==> src/rtl/rob_param_if.sv <==
// Reorder buffer bus bundle: allocate, CDB write-back, commit and status.
//   alloc_*   : rename-side allocation request/grant (alloc_tag = granted tag)
//   cdb_*     : NUM_CDB packed result ports; port k at [k*W +: W]
//   commit_*  : head-of-buffer retire handshake (valid/ack)
//   flush     : discard every entry
//   count     : number of valid entries, empty = (count == 0)
// The slave modport is the ROB itself; the master modport is the core around it.
interface rob_param_if #(
    parameter int DEPTH   = 16,
    parameter int TAG_W   = 4,
    parameter int DATA_W  = 32,
    parameter int AREG_W  = 5,
    parameter int NUM_CDB = 2
);
    logic                      alloc_valid;
    logic [AREG_W-1:0]         alloc_areg;
    logic                      alloc_store;
    logic                      alloc_ready;
    logic [TAG_W-1:0]          alloc_tag;
    logic [NUM_CDB-1:0]        cdb_valid;
    logic [NUM_CDB*TAG_W-1:0]  cdb_tag;
    logic [NUM_CDB*DATA_W-1:0] cdb_val;
    logic [NUM_CDB-1:0]        cdb_exc;
    logic                      commit_valid;
    logic [TAG_W-1:0]          commit_tag;
    logic [AREG_W-1:0]         commit_areg;
    logic [DATA_W-1:0]         commit_val;
    logic                      commit_store;
    logic                      commit_exc;
    logic                      commit_ack;
    logic                      flush;
    logic [TAG_W:0]            count;
    logic                      empty;

    modport slave (
        input  alloc_valid, alloc_areg, alloc_store,
        output alloc_ready, alloc_tag,
        input  cdb_valid, cdb_tag, cdb_val, cdb_exc,
        output commit_valid, commit_tag, commit_areg, commit_val, commit_store, commit_exc,
        input  commit_ack, flush,
        output count, empty
    );

    modport master (
        output alloc_valid, alloc_areg, alloc_store,
        input  alloc_ready, alloc_tag,
        output cdb_valid, cdb_tag, cdb_val, cdb_exc,
        input  commit_valid, commit_tag, commit_areg, commit_val, commit_store, commit_exc,
        output commit_ack, flush,
        input  count, empty
    );
endinterface

==> src/rtl/rob_param.sv <==
// Parametrised reorder buffer. Circular queue of in-flight instructions:
// entries are allocated at tail in program order, completed out of order by
// NUM_CDB result buses, and retired in order from head via commit valid/ack.
// Ports:
//   clk  : clock, all state on rising edge
//   rst  : asynchronous active-high reset
//   bus  : rob_param_if.slave (alloc, CDB, commit, flush, count/empty)
// All outputs are combinational from registered state. TAG_W must equal
// log2(DEPTH) so that tags wrap naturally with the head/tail pointers.
module rob_param #(
    parameter int DEPTH   = 16,
    parameter int TAG_W   = 4,
    parameter int DATA_W  = 32,
    parameter int AREG_W  = 5,
    parameter int NUM_CDB = 2
) (
    input  logic         clk,
    input  logic         rst,
    rob_param_if.slave   bus
);
    localparam logic [TAG_W:0] FULL_CNT = (TAG_W+1)'(DEPTH);

    logic [DEPTH-1:0]              valid, ready, exc, store;
    logic [DEPTH-1:0][AREG_W-1:0]  areg;
    logic [DEPTH-1:0][DATA_W-1:0]  val;
    logic [TAG_W-1:0]              head, tail;
    logic [TAG_W:0]                cnt;

    logic                          alloc_ready, commit_valid;
    logic                          do_alloc, do_commit;

    // Per-entry CDB hit, already resolved across ports.
    logic [DEPTH-1:0]              hit, hit_exc;
    logic [DEPTH-1:0][DATA_W-1:0]  hit_val;

    assign alloc_ready  = (cnt != FULL_CNT);
    assign commit_valid = valid[head] & ready[head];
    // Flush masks every other action in its cycle.
    assign do_alloc     = bus.alloc_valid & alloc_ready & ~bus.flush;
    assign do_commit    = commit_valid & bus.commit_ack & ~bus.flush;

    assign bus.alloc_ready  = alloc_ready;
    assign bus.alloc_tag    = tail;
    assign bus.commit_valid = commit_valid;
    assign bus.commit_tag   = head;
    assign bus.commit_areg  = areg[head];
    assign bus.commit_val   = val[head];
    assign bus.commit_store = store[head];
    assign bus.commit_exc   = exc[head];
    assign bus.count        = cnt;
    assign bus.empty        = (cnt == '0);

    // Ports scanned high to low so the lowest matching port is the last
    // assignment and therefore wins on a tag collision.
    always_comb begin
        hit     = '0;
        hit_exc = '0;
        hit_val = '0;
        for (int i = 0; i < DEPTH; i++) begin
            for (int k = NUM_CDB-1; k >= 0; k--) begin
                if (bus.cdb_valid[k] && bus.cdb_tag[k*TAG_W +: TAG_W] == TAG_W'(i)) begin
                    hit[i]     = 1'b1;
                    hit_exc[i] = bus.cdb_exc[k];
                    hit_val[i] = bus.cdb_val[k*DATA_W +: DATA_W];
                end
            end
        end
    end

    always_ff @(posedge clk or posedge rst) begin
        if (rst) begin
            head <= '0;
            tail <= '0;
            cnt  <= '0;
        end else if (bus.flush) begin
            head <= '0;
            tail <= '0;
            cnt  <= '0;
        end else begin
            if (do_alloc)  tail <= tail + 1'b1;
            if (do_commit) head <= head + 1'b1;
            case ({do_alloc, do_commit})
                2'b10:   cnt <= cnt + 1'b1;
                2'b01:   cnt <= cnt - 1'b1;
                default: cnt <= cnt;
            endcase
        end
    end

    // Commit beats a same-cycle CDB write to the head. Alloc and commit never
    // target the same slot (that needs count==0 or count==DEPTH), and a CDB
    // write to the freshly allocated slot is dropped since it is still invalid.
    always_ff @(posedge clk or posedge rst) begin
        if (rst) begin
            valid <= '0;
            ready <= '0;
            exc   <= '0;
            store <= '0;
            areg  <= '0;
            val   <= '0;
        end else if (bus.flush) begin
            valid <= '0;
            ready <= '0;
            exc   <= '0;
        end else begin
            for (int i = 0; i < DEPTH; i++) begin
                if (do_commit && head == TAG_W'(i)) begin
                    valid[i] <= 1'b0;
                    ready[i] <= 1'b0;
                end else if (do_alloc && tail == TAG_W'(i)) begin
                    valid[i] <= 1'b1;
                    ready[i] <= 1'b0;
                    exc[i]   <= 1'b0;
                    store[i] <= bus.alloc_store;
                    areg[i]  <= bus.alloc_areg;
                end else if (hit[i] && valid[i]) begin
                    ready[i] <= 1'b1;
                    exc[i]   <= hit_exc[i];
                    val[i]   <= hit_val[i];
                end
            end
        end
    end
endmodule
==> src/flat_wrapper.sv <==
// flat-port wrapper written by rule: the top's interface ports become plain ports
module rob_param_flat 
#(
    parameter int DEPTH   = 16,
    parameter int TAG_W   = 4,
    parameter int DATA_W  = 32,
    parameter int AREG_W  = 5,
    parameter int NUM_CDB = 2
)
  (clk, rst, bus_alloc_valid, bus_alloc_areg, bus_alloc_store, bus_alloc_ready, bus_alloc_tag, bus_cdb_valid, bus_cdb_tag, bus_cdb_val, bus_cdb_exc, bus_commit_valid, bus_commit_tag, bus_commit_areg, bus_commit_val, bus_commit_store, bus_commit_exc, bus_commit_ack, bus_flush, bus_count, bus_empty);
  rob_param_if #(.DEPTH(DEPTH), .TAG_W(TAG_W), .DATA_W(DATA_W), .AREG_W(AREG_W), .NUM_CDB(NUM_CDB)) bus_i ();
  input  logic clk;
  input  logic rst;
  input wire logic [$bits(bus_i.alloc_valid)-1:0] bus_alloc_valid;
  input wire logic [$bits(bus_i.alloc_areg)-1:0] bus_alloc_areg;
  input wire logic [$bits(bus_i.alloc_store)-1:0] bus_alloc_store;
  output wire logic [$bits(bus_i.alloc_ready)-1:0] bus_alloc_ready;
  output wire logic [$bits(bus_i.alloc_tag)-1:0] bus_alloc_tag;
  input wire logic [$bits(bus_i.cdb_valid)-1:0] bus_cdb_valid;
  input wire logic [$bits(bus_i.cdb_tag)-1:0] bus_cdb_tag;
  input wire logic [$bits(bus_i.cdb_val)-1:0] bus_cdb_val;
  input wire logic [$bits(bus_i.cdb_exc)-1:0] bus_cdb_exc;
  output wire logic [$bits(bus_i.commit_valid)-1:0] bus_commit_valid;
  output wire logic [$bits(bus_i.commit_tag)-1:0] bus_commit_tag;
  output wire logic [$bits(bus_i.commit_areg)-1:0] bus_commit_areg;
  output wire logic [$bits(bus_i.commit_val)-1:0] bus_commit_val;
  output wire logic [$bits(bus_i.commit_store)-1:0] bus_commit_store;
  output wire logic [$bits(bus_i.commit_exc)-1:0] bus_commit_exc;
  input wire logic [$bits(bus_i.commit_ack)-1:0] bus_commit_ack;
  input wire logic [$bits(bus_i.flush)-1:0] bus_flush;
  output wire logic [$bits(bus_i.count)-1:0] bus_count;
  output wire logic [$bits(bus_i.empty)-1:0] bus_empty;
  assign bus_i.alloc_valid = bus_alloc_valid;
  assign bus_i.alloc_areg = bus_alloc_areg;
  assign bus_i.alloc_store = bus_alloc_store;
  assign bus_alloc_ready = bus_i.alloc_ready;
  assign bus_alloc_tag = bus_i.alloc_tag;
  assign bus_i.cdb_valid = bus_cdb_valid;
  assign bus_i.cdb_tag = bus_cdb_tag;
  assign bus_i.cdb_val = bus_cdb_val;
  assign bus_i.cdb_exc = bus_cdb_exc;
  assign bus_commit_valid = bus_i.commit_valid;
  assign bus_commit_tag = bus_i.commit_tag;
  assign bus_commit_areg = bus_i.commit_areg;
  assign bus_commit_val = bus_i.commit_val;
  assign bus_commit_store = bus_i.commit_store;
  assign bus_commit_exc = bus_i.commit_exc;
  assign bus_i.commit_ack = bus_commit_ack;
  assign bus_i.flush = bus_flush;
  assign bus_count = bus_i.count;
  assign bus_empty = bus_i.empty;
  rob_param #(.DEPTH(DEPTH), .TAG_W(TAG_W), .DATA_W(DATA_W), .AREG_W(AREG_W), .NUM_CDB(NUM_CDB)) u_core (.clk(clk), .rst(rst), .bus(bus_i));
endmodule
==> config.mk <==
export PLATFORM = sky130hd
export DESIGN_NAME = rob_param_flat
export DESIGN_NICKNAME = d
export VERILOG_FILES = /design/src/rtl/rob_param_if.sv /design/src/rtl/rob_param.sv /design/src/flat_wrapper.sv
export SDC_FILE = /design/constraint.sdc
export NUM_CORES = 2
export LEC_CHECK = 0
export ABC_AREA = 0
export CAP_MARGIN = 5
export CORE_ASPECT_RATIO = 1.1
export CORE_MARGIN = 3
export CORE_UTILIZATION = 40
export DETAILED_ROUTE_END_ITERATION = 8
export PLACE_DENSITY = 0.65
export SLEW_MARGIN = 20
export SYNTH_ARGS = -nofsm -noshare
export SYNTH_HDL_FRONTEND = slang
export SYNTH_SLANG_ARGS = --single-unit
==> constraint.sdc <==
create_clock -name clk -period 36.8 [get_ports clk]
set_input_delay 11.04 -clock clk [delete_from_list [all_inputs] [get_ports clk]]
set_output_delay 11.04 -clock clk [all_outputs]
set_load 0.05 [all_outputs]
==> flow_summary_export.csv <==
group,metric,value,unit
status,status,"finished clean",
worst_setup_path,startpoint_type,"flop",
global_routing,first_global_vias,26600,
power_and_ir_drop,p_sw,0.000445,W
worst_setup_path,regToRegSetupSlack,31790,ps
routing,final_antenna_net_count,0,
sta,fin_crit,15920,ps
global_routing,grt.overflow.total,0,
sta,setup_tns,0,ps
synthesis,synth.avg_cell_area,11.0,um2
sta,drv_slew,0,
global_routing,grt_max_degree,111,
worst_setup_path,r2r-end,"u_core.bus.count[3]",
worst_setup_path,endpoint_kind,"output pin",
job,drv_cap,0,
worst_setup_path,path_cells,"buf_4, or2_1, o31ai_4, a31oi_2, nand2_1, o21ai_0, clkdlybuf4s50_1",
cts,ctsHtreeMaxLevel,3,
synthesis,yosysMostFrequentCell,"dfrtp_1",
sta,period_share,43.2,%
worst_setup_path,required,25760,ps
floorplan,start_util,40.7,%
sta,max_slew.worst_pin.slew,1260,ps
synthesis,yosysWarnings,0,
worst_hold_path,hp-class,"reg -> reg",
worst_setup_path,r2r_cells,13,
synthesis,synthTopCellsByCount,"dfrtp_1 (669), nor2_1 (502), mux2i_1 (420), a21oi_1 (412), nand2_1 (211)",
power_and_ir_drop,p_comb_share,11.4,%
placed_design,hpwlAfterDp,63.1,mm
power_and_ir_drop,seqPwrFrac,45.6,%
cts,cts_tree,"built",
floorplan,ios,142,
power_and_ir_drop,power_density,41.9,nW/um2
layout,regArea,16800,um2
layout,final_area,40700,um2
cts,clock-sinks,669,
global_routing,antenna_found_initial,13,
layout,nFillCells,8029,
synthesis,ys.flop_type,"dfrtp_1",
layout,nets,3341,
worst_setup_path,path_class,"reg -> out",
power_and_ir_drop,p_int,0.00126,W
floorplan,coreArea,88600,um2
cts,cts.path.max_buffers,3,
cts,cts_buffers,72,
worst_setup_path,crit_arrival,4880,ps
synthesis,yosysTopAreaCellShare,46.4,%
routing,dr_total_vias,26500,
global_routing,grt_pass1_wl,172,mm
worst_setup_path,cp_max_fo,49,
floorplan,die-width,292,um
placed_design,place_congestion,0.905,
cts,ctsHoldBuffers,0,
cts,clock-root-buffer,"clkbuf_16",
worst_setup_path,slowest_delay,980,ps
routing,wirelength,114,mm
floorplan,row_count,114,
synthesis,async_flop_share,100,%
placed_design,io_buffers,141,
cts,cts_resized,0,
cts,clk_pin_slew,60,ps
layout,multi_input_area,18200,um2
synthesis,syn_nets,3377,
layout,drive_gt1_share,18.4,%
routing,routed_via_density,5.94,
power_and_ir_drop,ir_worst_vdd,0.0285,mV
power_and_ir_drop,power.total,0.00171,W
routing,route.detailed.drc,0,
routing,firstDrtPassIters,6,
layout,synthToLayoutAreaGrowth,12.8,%
synthesis,syn_area,36000,um2
sta,setup_viol,0,
global_routing,grt_usage,24.1,%
synthesis,synth_edf_count,0,
sta,max_freq,62.8,MHz
synthesis,synth-seq-cells,669,
floorplan,die_area,93800,um2
power_and_ir_drop,leakagePower,16.7,nW
routing,first_iter_violations,2350,
power_and_ir_drop,netSwitchingFraction,26.1,%
synthesis,synth.distinct_cells,71,
synthesis,synth.area.top_cells,"dfrtp_1 (46%), mux4_2 (12%), mux2i_1 (12%)",
routing,routedWlPerCell,25.5,um
worst_hold_path,min_from,"u_core.val[28]",
worst_setup_path,cp_slowest_cell,"dfrtp_4",
floorplan,die_h,321,um
worst_hold_path,hold_path_end,"u_core.val[28]",
synthesis,netlist_instances,3278,
worst_hold_path,min_path_cells,2,
synthesis,yosysTopAreaCell,"dfrtp_1",
cts,clock_latency,630,ps
power_and_ir_drop,clkPwrFrac,43.0,%
cts,postCtsSetupBuffers,0,
sta,clock_skew,27.0,ps
sta,rsz0062_at_grt,"false",
worst_setup_path,r2r_start,"u_core.bus.commit_tag[0]",
sta,final_hold_viol_count,0,
placed_design,dpl_cell_area,38300,um2
sta,relSlewSlack,16.1,%
synthesis,seq_area_frac_synth,46.4,%
per-stage QoR:
stage	utilization [%]	setup WS [ps]	hold slack, ps	cells
2_1_floorplan	-	7010	445	3278
3_3_place_gp	43.2	21410	461	4328
3_5_place_dp	43.2	21440	469	4328
4_1_cts	45.9	20760	482	4455
5_1_grt	45.9	20570	509	4460
6_report	45.9	20880	482	4465
layout by cell type, fill, tap and decap left out, types with 6 or more instances in the layout:
| cell | instances |
|---|---|
| nand3_1 | 9 |
| a211oi_4 | 6 |
| a21oi_1 | 412 |
| mux2_2 | 170 |
| nor3b_1 | 9 |
| nand3b_1 | 6 |
| a31o_2 | 12 |
| mux2i_1 | 420 |
| nand2_1 | 211 |
| dfrtp_1 | 666 |
| buf_4 | 58 |
| clkbuf_1 | 15 |
| o21ai_0 | 58 |
| nor2b_1 | 14 |
| inv_1 | 23 |
| and3_1 | 7 |
| nand2b_1 | 28 |
| a22o_1 | 8 |
| a211oi_1 | 11 |
| ha_1 | 11 |
| nor2_1 | 494 |
| and2_1 | 6 |
| clkinv_2 | 11 |
| clkbuf_16 | 75 |
| clkdlybuf4s50_1 | 140 |
| a31oi_1 | 70 |
| nor2_4 | 12 |
| clkbuf_8 | 17 |
| diode_2 | 10 |
| mux4_2 | 195 |
| nor3_1 | 19 |
critical path, delay by kind of cell (launching register included):
| family | cells | cell delay (ps) |
|---|---|---|
| buffers and inverters | 2 | 1820 |
| AOI/OAI and AO/OA | 3 | 1060 |
| DFF | 1 | 980 |
| and+or+nand+nor | 2 | 360 |
final cells by class:
cell class | count | share of cell area (%)
Multi-Input combinational cell | 2275 | 44.6
Inverter | 25 | 0.255
Timing Repair Buffer | 199 | 4.53
Clock inverter | 20 | 0.421
Tap cell | 1160 | 3.57
Sequential cell | 669 | 41.2
Clock buffer | 107 | 5.33
Antenna cell | 10 | 0.0615
kinds of logic after synthesis:
family	Yosys count	synth area share, %
fa+ha+maj	12	0.437
buf+inv	334	3.92
mux	786	29.2
flops	669	46.4
simple gates	852	10.0
xor+xnor	7	0.208
compound gates	618	9.79
registers in the layout (all words and copies together), names as in the netlist:
name / cells
u_core.store: 16
u_core.bus.commit_tag: 4
u_core.val: 512
u_core.areg: 80
u_core.ready: 16
u_core.bus.alloc_tag: 4
u_core.valid: 16
u_core.exc: 16
u_core.bus.count: 5
power by group through the flow:
stage / combinational, W / clock (W) / sequential (W)
5_1_grt: 0.000210 / 0.000773 / 0.000781
3_3_place_gp: 0.000193 / 0 / 0.000790
3_5_place_dp: 0.000195 / 0 / 0.000791
4_1_cts: 0.000196 / 0.000743 / 0.000778
2_1_floorplan: 0.000130 / 0 / 0.000788
6_report: 0.000195 / 0.000733 / 0.000778
layer usage:
metal	track usage [%]	part of all wire (%)
met1	30.8	40
met2	40.1	48
met3	5.13	7.6
met4	10.2	3.9
met5	0	0.042
how the worst max path moves through the flow:
stage                                   startpoint          endpoint
after global routing      u_core.bus.commit_tag[0]  bus_commit_valid
after global placement    u_core.bus.commit_tag[0]  bus_commit_valid
after detailed placement  u_core.bus.commit_tag[0]  bus_commit_valid
after floorplan                                rst    u_core.areg[0]
after CTS                 u_core.bus.commit_tag[0]  bus_commit_valid
final                     u_core.bus.commit_tag[0]  bus_commit_valid
Note: power is estimated with default switching activity, not from simulation.
